## src/rtl/online_mult_seq_ctrl_if.sv

```systemverilog
// Handshake/bus bundle between the online-multiplier controller and its surroundings.
// master: operation requester, operand source, result sink and datapath (drives start..out_ready).
// slave : the sequencing controller (drives in_ready, datapath controls, result, status).
interface online_mult_seq_ctrl_if #(
  parameter int ADDR_WIDTH = 7,
  parameter int CNT_WIDTH  = 6
);
  logic                  start;
  logic                  abort;
  logic [CNT_WIDTH-1:0]  num_digits;
  logic [ADDR_WIDTH-1:0] num_words;
  logic                  in_valid;
  logic                  in_ready;
  logic [1:0]            in_digit;
  logic [1:0]            p_value_in;
  logic                  dp_enable;
  logic [ADDR_WIDTH-1:0] rd_addr;
  logic [1:0]            shift_in;
  logic                  out_valid;
  logic                  out_ready;
  logic [1:0]            out_digit;
  logic                  busy;
  logic                  done;

  modport master (
    output start, abort, num_digits, num_words, in_valid, in_digit, p_value_in, out_ready,
    input  in_ready, dp_enable, rd_addr, shift_in, out_valid, out_digit, busy, done
  );

  modport slave (
    input  start, abort, num_digits, num_words, in_valid, in_digit, p_value_in, out_ready,
    output in_ready, dp_enable, rd_addr, shift_in, out_valid, out_digit, busy, done
  );
endinterface

```

## src/rtl/online_mult_seq_ctrl.sv

```systemverilog
// Sequencer for an online (MSD-first) multiplier: per iteration it loads one operand digit
// pair, sweeps W fractional words through the datapath, and after DELTA iterations emits one
// result digit per iteration. Ports: clk, asyn_reset_n, bus (slave modport of the _if bundle).
// Backpressure: stalls in LOAD until in_valid, holds EMIT until out_ready; abort cancels at once.
module online_mult_seq_ctrl #(
  parameter int ADDR_WIDTH = 7,
  parameter int CNT_WIDTH  = 6,
  parameter int DELTA      = 3
) (
  input  logic                 clk,
  input  logic                 asyn_reset_n,
  online_mult_seq_ctrl_if.slave bus
);

  // Iteration counter is 3 bits wider than N so N+DELTA (DELTA<=7) never wraps.
  localparam int IT_W = CNT_WIDTH + 3;
  localparam logic [IT_W-1:0] DELTA_IT = IT_W'(DELTA);

  localparam logic [2:0] S_IDLE  = 3'd0;
  localparam logic [2:0] S_LOAD  = 3'd1;
  localparam logic [2:0] S_SWEEP = 3'd2;
  localparam logic [2:0] S_EMIT  = 3'd3;
  localparam logic [2:0] S_DONE  = 3'd4;

  logic [2:0]            state_q, state_d;
  logic [CNT_WIDTH-1:0]  n_q, n_d;
  logic [ADDR_WIDTH-1:0] w_q, w_d;
  logic [IT_W-1:0]       it_q, it_d;
  logic [CNT_WIDTH-1:0]  emit_q, emit_d;
  logic [ADDR_WIDTH-1:0] addr_q, addr_d;
  logic [1:0]            shift_q, shift_d;
  logic [1:0]            out_q, out_d;

  logic                  in_rdy;
  logic                  out_vld;
  logic                  dp_en;
  logic                  operand_left;
  logic                  emitting;

  // Operand digits remain while it < N; afterwards zeros are fed so the tail digits can drain.
  assign operand_left = (it_q < IT_W'(n_q));
  // Result digits exist once the online delay has been covered.
  assign emitting     = (it_q >= DELTA_IT);

  always_comb begin
    state_d = state_q;
    n_d     = n_q;
    w_d     = w_q;
    it_d    = it_q;
    emit_d  = emit_q;
    addr_d  = addr_q;
    shift_d = shift_q;
    out_d   = out_q;
    in_rdy  = 1'b0;
    out_vld = 1'b0;
    dp_en   = 1'b0;

    case (state_q)
      S_IDLE: begin
        if (bus.start) begin
          n_d     = bus.num_digits;
          w_d     = (bus.num_words == '0) ? ADDR_WIDTH'(1) : bus.num_words;
          it_d    = '0;
          emit_d  = '0;
          addr_d  = '0;
          state_d = (bus.num_digits == '0) ? S_DONE : S_LOAD;
        end
      end

      S_LOAD: begin
        if (operand_left) begin
          in_rdy = 1'b1;
          if (bus.in_valid) begin
            shift_d = bus.in_digit;
            state_d = S_SWEEP;
          end
        end else begin
          shift_d = 2'b00;
          state_d = S_SWEEP;
        end
      end

      S_SWEEP: begin
        dp_en = 1'b1;
        // The selected digit is valid on the first word of the sweep.
        if ((addr_q == '0) && emitting) begin
          out_d = bus.p_value_in;
        end
        if (addr_q == (w_q - ADDR_WIDTH'(1))) begin
          addr_d  = '0;
          it_d    = it_q + IT_W'(1);
          state_d = emitting ? S_EMIT : S_LOAD;
        end else begin
          addr_d = addr_q + ADDR_WIDTH'(1);
        end
      end

      S_EMIT: begin
        out_vld = 1'b1;
        if (bus.out_ready) begin
          emit_d  = emit_q + CNT_WIDTH'(1);
          state_d = ((emit_q + CNT_WIDTH'(1)) == n_q) ? S_DONE : S_LOAD;
        end
      end

      S_DONE: begin
        state_d = S_IDLE;
      end

      default: begin
        state_d = S_IDLE;
      end
    endcase

    // Cancel wins over every other transition; leave the address at rest.
    if (bus.abort && (state_q != S_IDLE)) begin
      state_d = S_IDLE;
      addr_d  = '0;
    end
  end

  always_ff @(posedge clk or negedge asyn_reset_n) begin
    if (!asyn_reset_n) begin
      state_q <= S_IDLE;
      n_q     <= '0;
      w_q     <= '0;
      it_q    <= '0;
      emit_q  <= '0;
      addr_q  <= '0;
      shift_q <= '0;
      out_q   <= '0;
    end else begin
      state_q <= state_d;
      n_q     <= n_d;
      w_q     <= w_d;
      it_q    <= it_d;
      emit_q  <= emit_d;
      addr_q  <= addr_d;
      shift_q <= shift_d;
      out_q   <= out_d;
    end
  end

  // Handshakes and status decode directly from state, so reset clears them immediately.
  assign bus.in_ready  = in_rdy;
  assign bus.out_valid = out_vld;
  assign bus.dp_enable = dp_en;
  assign bus.rd_addr   = addr_q;
  assign bus.shift_in  = shift_q;
  assign bus.out_digit = out_q;
  assign bus.busy      = (state_q != S_IDLE);
  assign bus.done      = (state_q == S_DONE);

endmodule

```

## src/flat_wrapper.sv

```systemverilog
// flat-port wrapper written by rule: the top's interface ports become plain ports
module online_mult_seq_ctrl_flat 
#(
  parameter int ADDR_WIDTH = 7,
  parameter int CNT_WIDTH  = 6,
  parameter int DELTA      = 3
)
  (clk, asyn_reset_n, bus_start, bus_abort, bus_num_digits, bus_num_words, bus_in_valid, bus_in_digit, bus_p_value_in, bus_out_ready, bus_in_ready, bus_dp_enable, bus_rd_addr, bus_shift_in, bus_out_valid, bus_out_digit, bus_busy, bus_done);
  online_mult_seq_ctrl_if #(.ADDR_WIDTH(ADDR_WIDTH), .CNT_WIDTH(CNT_WIDTH)) bus_i ();
  input  logic clk;
  input  logic asyn_reset_n;
  input wire logic [$bits(bus_i.start)-1:0] bus_start;
  input wire logic [$bits(bus_i.abort)-1:0] bus_abort;
  input wire logic [$bits(bus_i.num_digits)-1:0] bus_num_digits;
  input wire logic [$bits(bus_i.num_words)-1:0] bus_num_words;
  input wire logic [$bits(bus_i.in_valid)-1:0] bus_in_valid;
  input wire logic [$bits(bus_i.in_digit)-1:0] bus_in_digit;
  input wire logic [$bits(bus_i.p_value_in)-1:0] bus_p_value_in;
  input wire logic [$bits(bus_i.out_ready)-1:0] bus_out_ready;
  output wire logic [$bits(bus_i.in_ready)-1:0] bus_in_ready;
  output wire logic [$bits(bus_i.dp_enable)-1:0] bus_dp_enable;
  output wire logic [$bits(bus_i.rd_addr)-1:0] bus_rd_addr;
  output wire logic [$bits(bus_i.shift_in)-1:0] bus_shift_in;
  output wire logic [$bits(bus_i.out_valid)-1:0] bus_out_valid;
  output wire logic [$bits(bus_i.out_digit)-1:0] bus_out_digit;
  output wire logic [$bits(bus_i.busy)-1:0] bus_busy;
  output wire logic [$bits(bus_i.done)-1:0] bus_done;
  assign bus_i.start = bus_start;
  assign bus_i.abort = bus_abort;
  assign bus_i.num_digits = bus_num_digits;
  assign bus_i.num_words = bus_num_words;
  assign bus_i.in_valid = bus_in_valid;
  assign bus_i.in_digit = bus_in_digit;
  assign bus_i.p_value_in = bus_p_value_in;
  assign bus_i.out_ready = bus_out_ready;
  assign bus_in_ready = bus_i.in_ready;
  assign bus_dp_enable = bus_i.dp_enable;
  assign bus_rd_addr = bus_i.rd_addr;
  assign bus_shift_in = bus_i.shift_in;
  assign bus_out_valid = bus_i.out_valid;
  assign bus_out_digit = bus_i.out_digit;
  assign bus_busy = bus_i.busy;
  assign bus_done = bus_i.done;
  online_mult_seq_ctrl #(.ADDR_WIDTH(ADDR_WIDTH), .CNT_WIDTH(CNT_WIDTH), .DELTA(DELTA)) u_core (.clk(clk), .asyn_reset_n(asyn_reset_n), .bus(bus_i));
endmodule
```

## config.mk

```make
export PLATFORM = sky130hd
export DESIGN_NAME = online_mult_seq_ctrl_flat
export DESIGN_NICKNAME = d
export VERILOG_FILES = /design/src/rtl/online_mult_seq_ctrl_if.sv /design/src/rtl/online_mult_seq_ctrl.sv /design/src/flat_wrapper.sv
export SDC_FILE = /design/constraint.sdc
export NUM_CORES = 1
export LEC_CHECK = 0
export CAP_MARGIN = 15
export CORE_UTILIZATION = 50
export DETAILED_ROUTE_END_ITERATION = 10
export HOLD_SLACK_MARGIN = 0.15
export PLACE_DENSITY = 0.82
export RECOVER_POWER = 25
export SETUP_SLACK_MARGIN = 0.15
export SLEW_MARGIN = 0
export SYNTH_ARGS = -nofsm -noshare
export SYNTH_HDL_FRONTEND = slang
export SYNTH_SLANG_ARGS = --single-unit
```

## constraint.sdc

```tcl
create_clock -name clk -period 3.3 [get_ports clk]
set_clock_uncertainty 0.15 [all_clocks]
set_input_delay 0.66 -clock clk [delete_from_list [all_inputs] [get_ports clk]]
set_output_delay 0.66 -clock clk [all_outputs]
set_load 0.01 [all_outputs]
```

==> qor.csv, run 1 <==
metric,value,unit
status,finished with violations,
failing checks,"capacitance limit, slew limit",
I/O Pins,39,
GRT Overall Usage,0.230,
Post-Place Setup Slack,444,ps
overall power,2.10,mW
Initial DRC Count,169,
gpl congestion,0.835,
Worst-Margin Slew,2260,ps
Clock transition at path regs,70,ps
sequential share of the synthesized area,0.398,
dpl hpwl,4.37,mm
RSZ-0062 raised after global routing,no,
fin crit share,0.824,
Final Instance Area,0.00314,sq mm
placed inst area,0.00306,sq mm
fraction of layout cells with a size suffix above 1,0.0843,
Max Freq,0.368,GHz
Pre-Repair DR Iteration Count,5,
largest net degree at the start of global routing,43,
nets,365,
first-pass GRT wire length,9.83,mm
CTS tree,done,
"Top FF cell, synth",dfrtp_1,
Avg WL per Cell,14.7,um
maximum VDD drop,0.404,mV
synth top area cells,"dfrtp_1, nand2_1, o21ai_0",
Non-Filler Instances,402,
clk buf depth,2,
Worst setup EP type,output pin,
Synth top area share,0.398,
Netlist Area Pre-Place,0.00264,sq mm
post-synth net total,330,
die area,0.00558,sq mm
min cycle time layout,2720,ps
crit start category,flip-flop,
clock root buffer,clkbuf_8,
Rows,26,
Critical path origin,u_core.it_q[2],
CP Class,flip-flop to output pin,
Final Routed Wirelength,5.90,mm
hold path depth,1,
leakage power,1.33,nW
vias in the first global route,2123,
Die X,74.7,um
Fill cells,439,
Post-synth EDFFs,0,
drt drc,0,
Inserted Clock Buffers,5,
port buffer count,38,
Final Worst Setup Slack,582,ps
Reg2Reg Depth,9,
synth warn,0,
Die Y,74.7,um
Starting Density,0.517,
worst rel slew slack,-0.507,
"Distinct cells, synth",60,
"count leader, synth",nand2_1,
CTS sink count,42,
# diodes,0,
syn avg cell area,8.90,sq um
grt ovf,0,
TNS Setup,0,ps
Clock Latency Late Sink,290,ps
DR vias,2327,
Post-DRT Antenna Nets,0,
CP Max Fanout,6,
Pwr Density,667,mW/mm^2
placed cell count,394,
Final Hold Vio Count,0,
core area,0.00511,sq mm
worst r2r src,u_core.w_q[0],
CP arrival,1910,ps
synthesized instance count,297,
dominant cell type by area after synthesis,dfrtp_1,
pins over their slew limit,43,
HP Class,flip-flop to flip-flop,
hold path start,u_core.bus.shift_in[1],
Worst Path Required,2490,ps
Via density,5.79,
post-synthesis register bit count,42,
area delta synth->final,19.0,%
# setup viols final,0,
ys async rst share,1.00,
number of H-tree levels,2,
total of max-cap violations,1,
Post-synth top cells,"nand2_1, dfrtp_1, o21ai_0, inv_1, nor2_1",
initial antenna violation count,0,
## cell families after synthesis
logic type,count (synthesis),share of synthesized area
buffers and inverters,30,0.0511
DFF,42,0.398
muxes,3,0.0123
AOI/OAI and AO/OA,69,0.171
adders and majority gates,10,0.0473
xor gates and xnor gates,17,0.0563
and+or+nand+nor,126,0.264
## worst max-delay path, cell delays in order (launching register included)
cell and delay [ps]:
dfrtp_1 440, ha_1 340, a21o_1 160, a31oi_1 140
o2111ai_1 190, nor2_1 170, dlymetal6s2s_1 180
## per-stage QoR
step,utilization,hold slack (ps)
CTS,0.615,360
detailed placement,0.599,338
floorplan,-,214
finish,0.616,354
global placement,0.599,331
global route,0.616,378
## layout make-up
class	instances	area [sq um]	area share
Inverter	16	60.1	0.0191
Clock buffer	7	76.3	0.0243
Tap cell	70	87.6	0.0279
Timing Repair Buffer	42	407	0.129
Sequential cell	42	1050	0.334
Multi-Input combinational cell	225	1460	0.465
## path summary, 6_finish.rpt
kind                                          end  slack, ps
hold / removal             u_core.bus.shift_in[1]        350
setup reg to reg            u_core.bus.rd_addr[2]        610
hold reg to reg            u_core.bus.shift_in[1]        350
max in group asynchronous   u_core.bus.rd_addr[0]        830
min in group asynchronous        u_core.emit_q[5]        880
setup / recovery                     bus_in_ready        580
## cell usage in the layout (no fill, tap or decap), types with 3 or more instances in the layout
| cell type | synthesis | final |
|---|---|---|
| nand2_1 | 44 | 44 |
| buf_4 | 1 | 4 |
| or4_1 | 4 | 4 |
| dfrtp_1 | 42 | 42 |
| nand4_1 | 3 | 3 |
| clkbuf_1 | 3 | 3 |
| or3_1 | 3 | 3 |
| nand3_1 | 13 | 13 |
| a32o_1 | 4 | 4 |
| ha_1 | 10 | 10 |
| inv_1 | 15 | 15 |
| xnor2_1 | 8 | 8 |
| a21oi_1 | 10 | 10 |
| o31ai_1 | 4 | 4 |
| nor3_1 | 7 | 7 |
| nor2b_1 | 4 | 4 |
| nor2_1 | 15 | 15 |
| nand4b_1 | 3 | 3 |
| o21ai_0 | 27 | 27 |
| nor4_1 | 7 | 7 |
| clkbuf_8 | 0 | 5 |
| nor3b_1 | 3 | 3 |
| xor2_1 | 9 | 9 |
| clkdlybuf4s50_1 | 0 | 36 |
## flip-flops by register name, indices dropped and copies added (netlist names)
register              count
u_core.emit_q             6
u_core.bus.shift_in       2
u_core.state_q            3
u_core.w_q                7
u_core.it_q               9
u_core.bus.out_digit      2
u_core.bus.rd_addr        7
u_core.n_q                6
## routing by layer
metal,wire length (um),GRT usage,vias to the layer above,share of wire
met3,273,0.0415,12,0.046
met2,2800,0.361,72,0.47
li1,-,-,1140,-
met5,0,0,-,0
met4,120,0.0818,0,0.020
met1,2710,0.320,1103,0.46
## where the power goes
group	switching (mW)	total [mW]	internal (mW)
Sequential	0.194	0.838	0.644
Combinational	0.495	0.950	0.455
Clock	0.163	0.309	0.146
## repair_timing
action	CTS	global route
setup buffers	1	0
gates resized for setup	0	1
pin swaps	1	1
cloned	0	0
endpoints found under the setup margin	1	1
hold buffers	0	0
Power figures use the tool's default switching activity.
==> inputs of run 2 (changes only) <==
--- a/config.mk
+++ b/config.mk
@@ -6,10 +6,10 @@
 export NUM_CORES = 1
 export LEC_CHECK = 0
 export CAP_MARGIN = 15
-export CORE_UTILIZATION = 50
+export CORE_UTILIZATION = 49
 export DETAILED_ROUTE_END_ITERATION = 10
 export HOLD_SLACK_MARGIN = 0.15
-export PLACE_DENSITY = 0.82
+export PLACE_DENSITY = 0.84
 export RECOVER_POWER = 25
 export SETUP_SLACK_MARGIN = 0.15
 export SLEW_MARGIN = 0
==> constraint.sdc (replaced) <==
create_clock -name clk -period 2.4 [get_ports clk]
set_clock_uncertainty 0.15 [all_clocks]
set_input_delay 0.48 -clock clk [delete_from_list [all_inputs] [get_ports clk]]
set_output_delay 0.48 -clock clk [all_outputs]
set_load 0.01 [all_outputs]
==> run 2 against run 1 <==
The flow finishes with violations (setup timing); design area is 19% higher; clock power is 82% higher; register-to-register slack worse by 780 ps; core utilization is 11 points higher; first-iteration DRC count is 41% higher; count of clock-buffer cells in the layout stayed put; die area is 2.0% higher; sequential share of layout area is 5.3 points lower; sequential power is 35% higher; power is 79% higher; critical path type is now flip-flop to flip-flop.
==> qor.csv, run 2 (synthesis results as in run 1) <==
metric,value,unit,change
Clock transition at path regs,80,ps,about the same
Initial DRC Count,239,,+41%
pins over their slew limit,0,,-100%
area delta synth->final,42.0,%,
largest net degree at the start of global routing,43,,unchanged
crit start category,flip-flop,,
Inserted Clock Buffers,5,,unchanged
Critical path origin,u_core.w_q[0],,
maximum VDD drop,0.618,mV,+53%
Worst Path Required,2420,ps,-70 ps
I/O Pins,39,,unchanged
Final Worst Setup Slack,-172,ps,-755 ps
# diodes,0,,unchanged
leakage power,1.61,nW,+21%
CP arrival,2590,ps,+680 ps
grt ovf,0,,unchanged
drt drc,0,,unchanged
nets,408,,+12%
Pre-Repair DR Iteration Count,4,,-1
number of H-tree levels,2,,unchanged
fraction of layout cells with a size suffix above 1,0.287,,+0.203
Die X,75.4,um,+0.98%
Worst setup EP type,flip-flop,,
Post-DRT Antenna Nets,0,,unchanged
total of max-cap violations,0,,-1
Reg2Reg Depth,10,,+1
initial antenna violation count,0,,unchanged
most frequent cells in the layout,"nand2_1, buf_4, dfrtp_1",,
clock root buffer,clkbuf_8,,
overall power,3.76,mW,+79%
max FFs per register,9,,unchanged
Biggest register,u_core.it_q,,
hold path depth,1,,unchanged
Pwr Density,1000,mW/mm^2,+50%
status,finished with violations,,
CP Max Fanout,6,,unchanged
Starting Density,0.514,,-0.00327
vias in the first global route,2481,,+17%
Final Routed Wirelength,8.21,mm,+39%
Avg WL per Cell,18.4,um,+25%
Die Y,75.4,um,+0.98%
worst rel slew slack,0.279,,+0.786
min cycle time layout,2570,ps,
# setup viols final,3,,+3
hold_ws,355,ps,+0.951 ps
"most common cell after layout, fill and taps aside",nand2_1,,
worst r2r src,u_core.w_q[0],,
Rows,26,,unchanged
CP Class,flip-flop to flip-flop,,
die area,0.00569,sq mm,+2.0%
first-pass GRT wire length,11.4,mm,+16%
port buffer count,38,,unchanged
DR vias,2746,,+18%
Fill cells,355,,-19%
Max Freq,0.389,GHz,
GRT Overall Usage,0.266,,+0.0363
fin crit share,1.07,,
gpl congestion,0.858,,+2.7%
CTS sink count,42,,unchanged
HP Class,flip-flop to flip-flop,,
RSZ-0062 raised after global routing,yes,,
Non-Filler Instances,446,,+11%
Via density,6.16,,+6.4%
failing checks,setup timing,,
clk buf depth,2,,unchanged
Worst-Margin Slew,1080,ps,-1180 ps
Clock Latency Late Sink,300,ps,about the same
placed cell count,424,,+7.6%
core area,0.00514,sq mm,+0.64%
hold path start,u_core.bus.shift_in[0],,
CTS tree,done,,
dpl hpwl,5.00,mm,+14%
Final Hold Vio Count,0,,unchanged
## run 2: cell type report
type	count	area [sq um]	area share
clock buffers	7	76.3	0.0203
flip-flops and latches	42	1050	0.281
inverters	16	60.1	0.0160
multi-input cells	225	1690	0.449
repair buffers	85	757	0.202
well taps	70	87.6	0.0233
clock inverters	1	30.0	0.00801
## run 2: what timing repair did
item | 4_1_cts | 5_1_grt
setup endpoints to repair | 20 | 20
pin swaps | 14 | 18
hold endpoints to repair | 42 | 0
hold buffers | 1 | 0
setup buffers | 6 | 7
gates resized for setup | 28 | 32
## run 2: stage by stage
step	util	worst slack [ps]	setup TNS (ps)	area (sq um)
floorplan	-	130	0	2670
global route	0.730	-362	-1400	3750
CTS	0.691	-44.4	-44.4	3550
global placement	0.642	-71.1	-71.1	3300
detailed placement	0.642	-161	-233	3300
finish	0.730	-172	-200	3750
## run 2: power breakdown
part / switching (mW) / internal, mW
registers: 0.238 / 0.889
clock network: 0.252 / 0.312
logic: 1.07 / 0.999
## run 2: path summary, 6_finish.rpt
kind,slack [ps],endpoint
min in group asynchronous,820,u_core.emit_q[0]
worst max register to register,-170,u_core.it_q[4]
worst max-delay path,-170,u_core.it_q[4]
max in group asynchronous,520,u_core.w_q[2]
worst min register to register,360,u_core.bus.shift_in[0]
worst min-delay path,360,u_core.bus.shift_in[0]
## run 2: critical path: stages (launching register included)
cell      delay [ps]
dfrtp_1          420
inv_2            110
ha_4             180
nor4b_2          260
nand4_1          150
nand4b_1         240
buf_4            170
nand3_4          100
buf_4            170
o31ai_1          320
a21oi_1          170
## run 2: layer usage
metal  up-vias  GRT usage  routed length, um
met4         0     0.0988                197
met5         -          0                  0
met1      1367      0.345               3400
met2       130      0.440               4110
li1       1226          -                  -
met3        23     0.0569                498
==> inputs of run 3 (changes only) <==
--- a/config.mk
+++ b/config.mk
@@ -12,7 +12,6 @@
 export PLACE_DENSITY = 0.84
 export RECOVER_POWER = 25
 export SETUP_SLACK_MARGIN = 0.15
-export SLEW_MARGIN = 0
 export SYNTH_ARGS = -nofsm -noshare
 export SYNTH_HDL_FRONTEND = slang
 export SYNTH_SLANG_ARGS = --single-unit
==> results of run 3 <==
Final layout, timing and power as in run 2 (identical DEF).
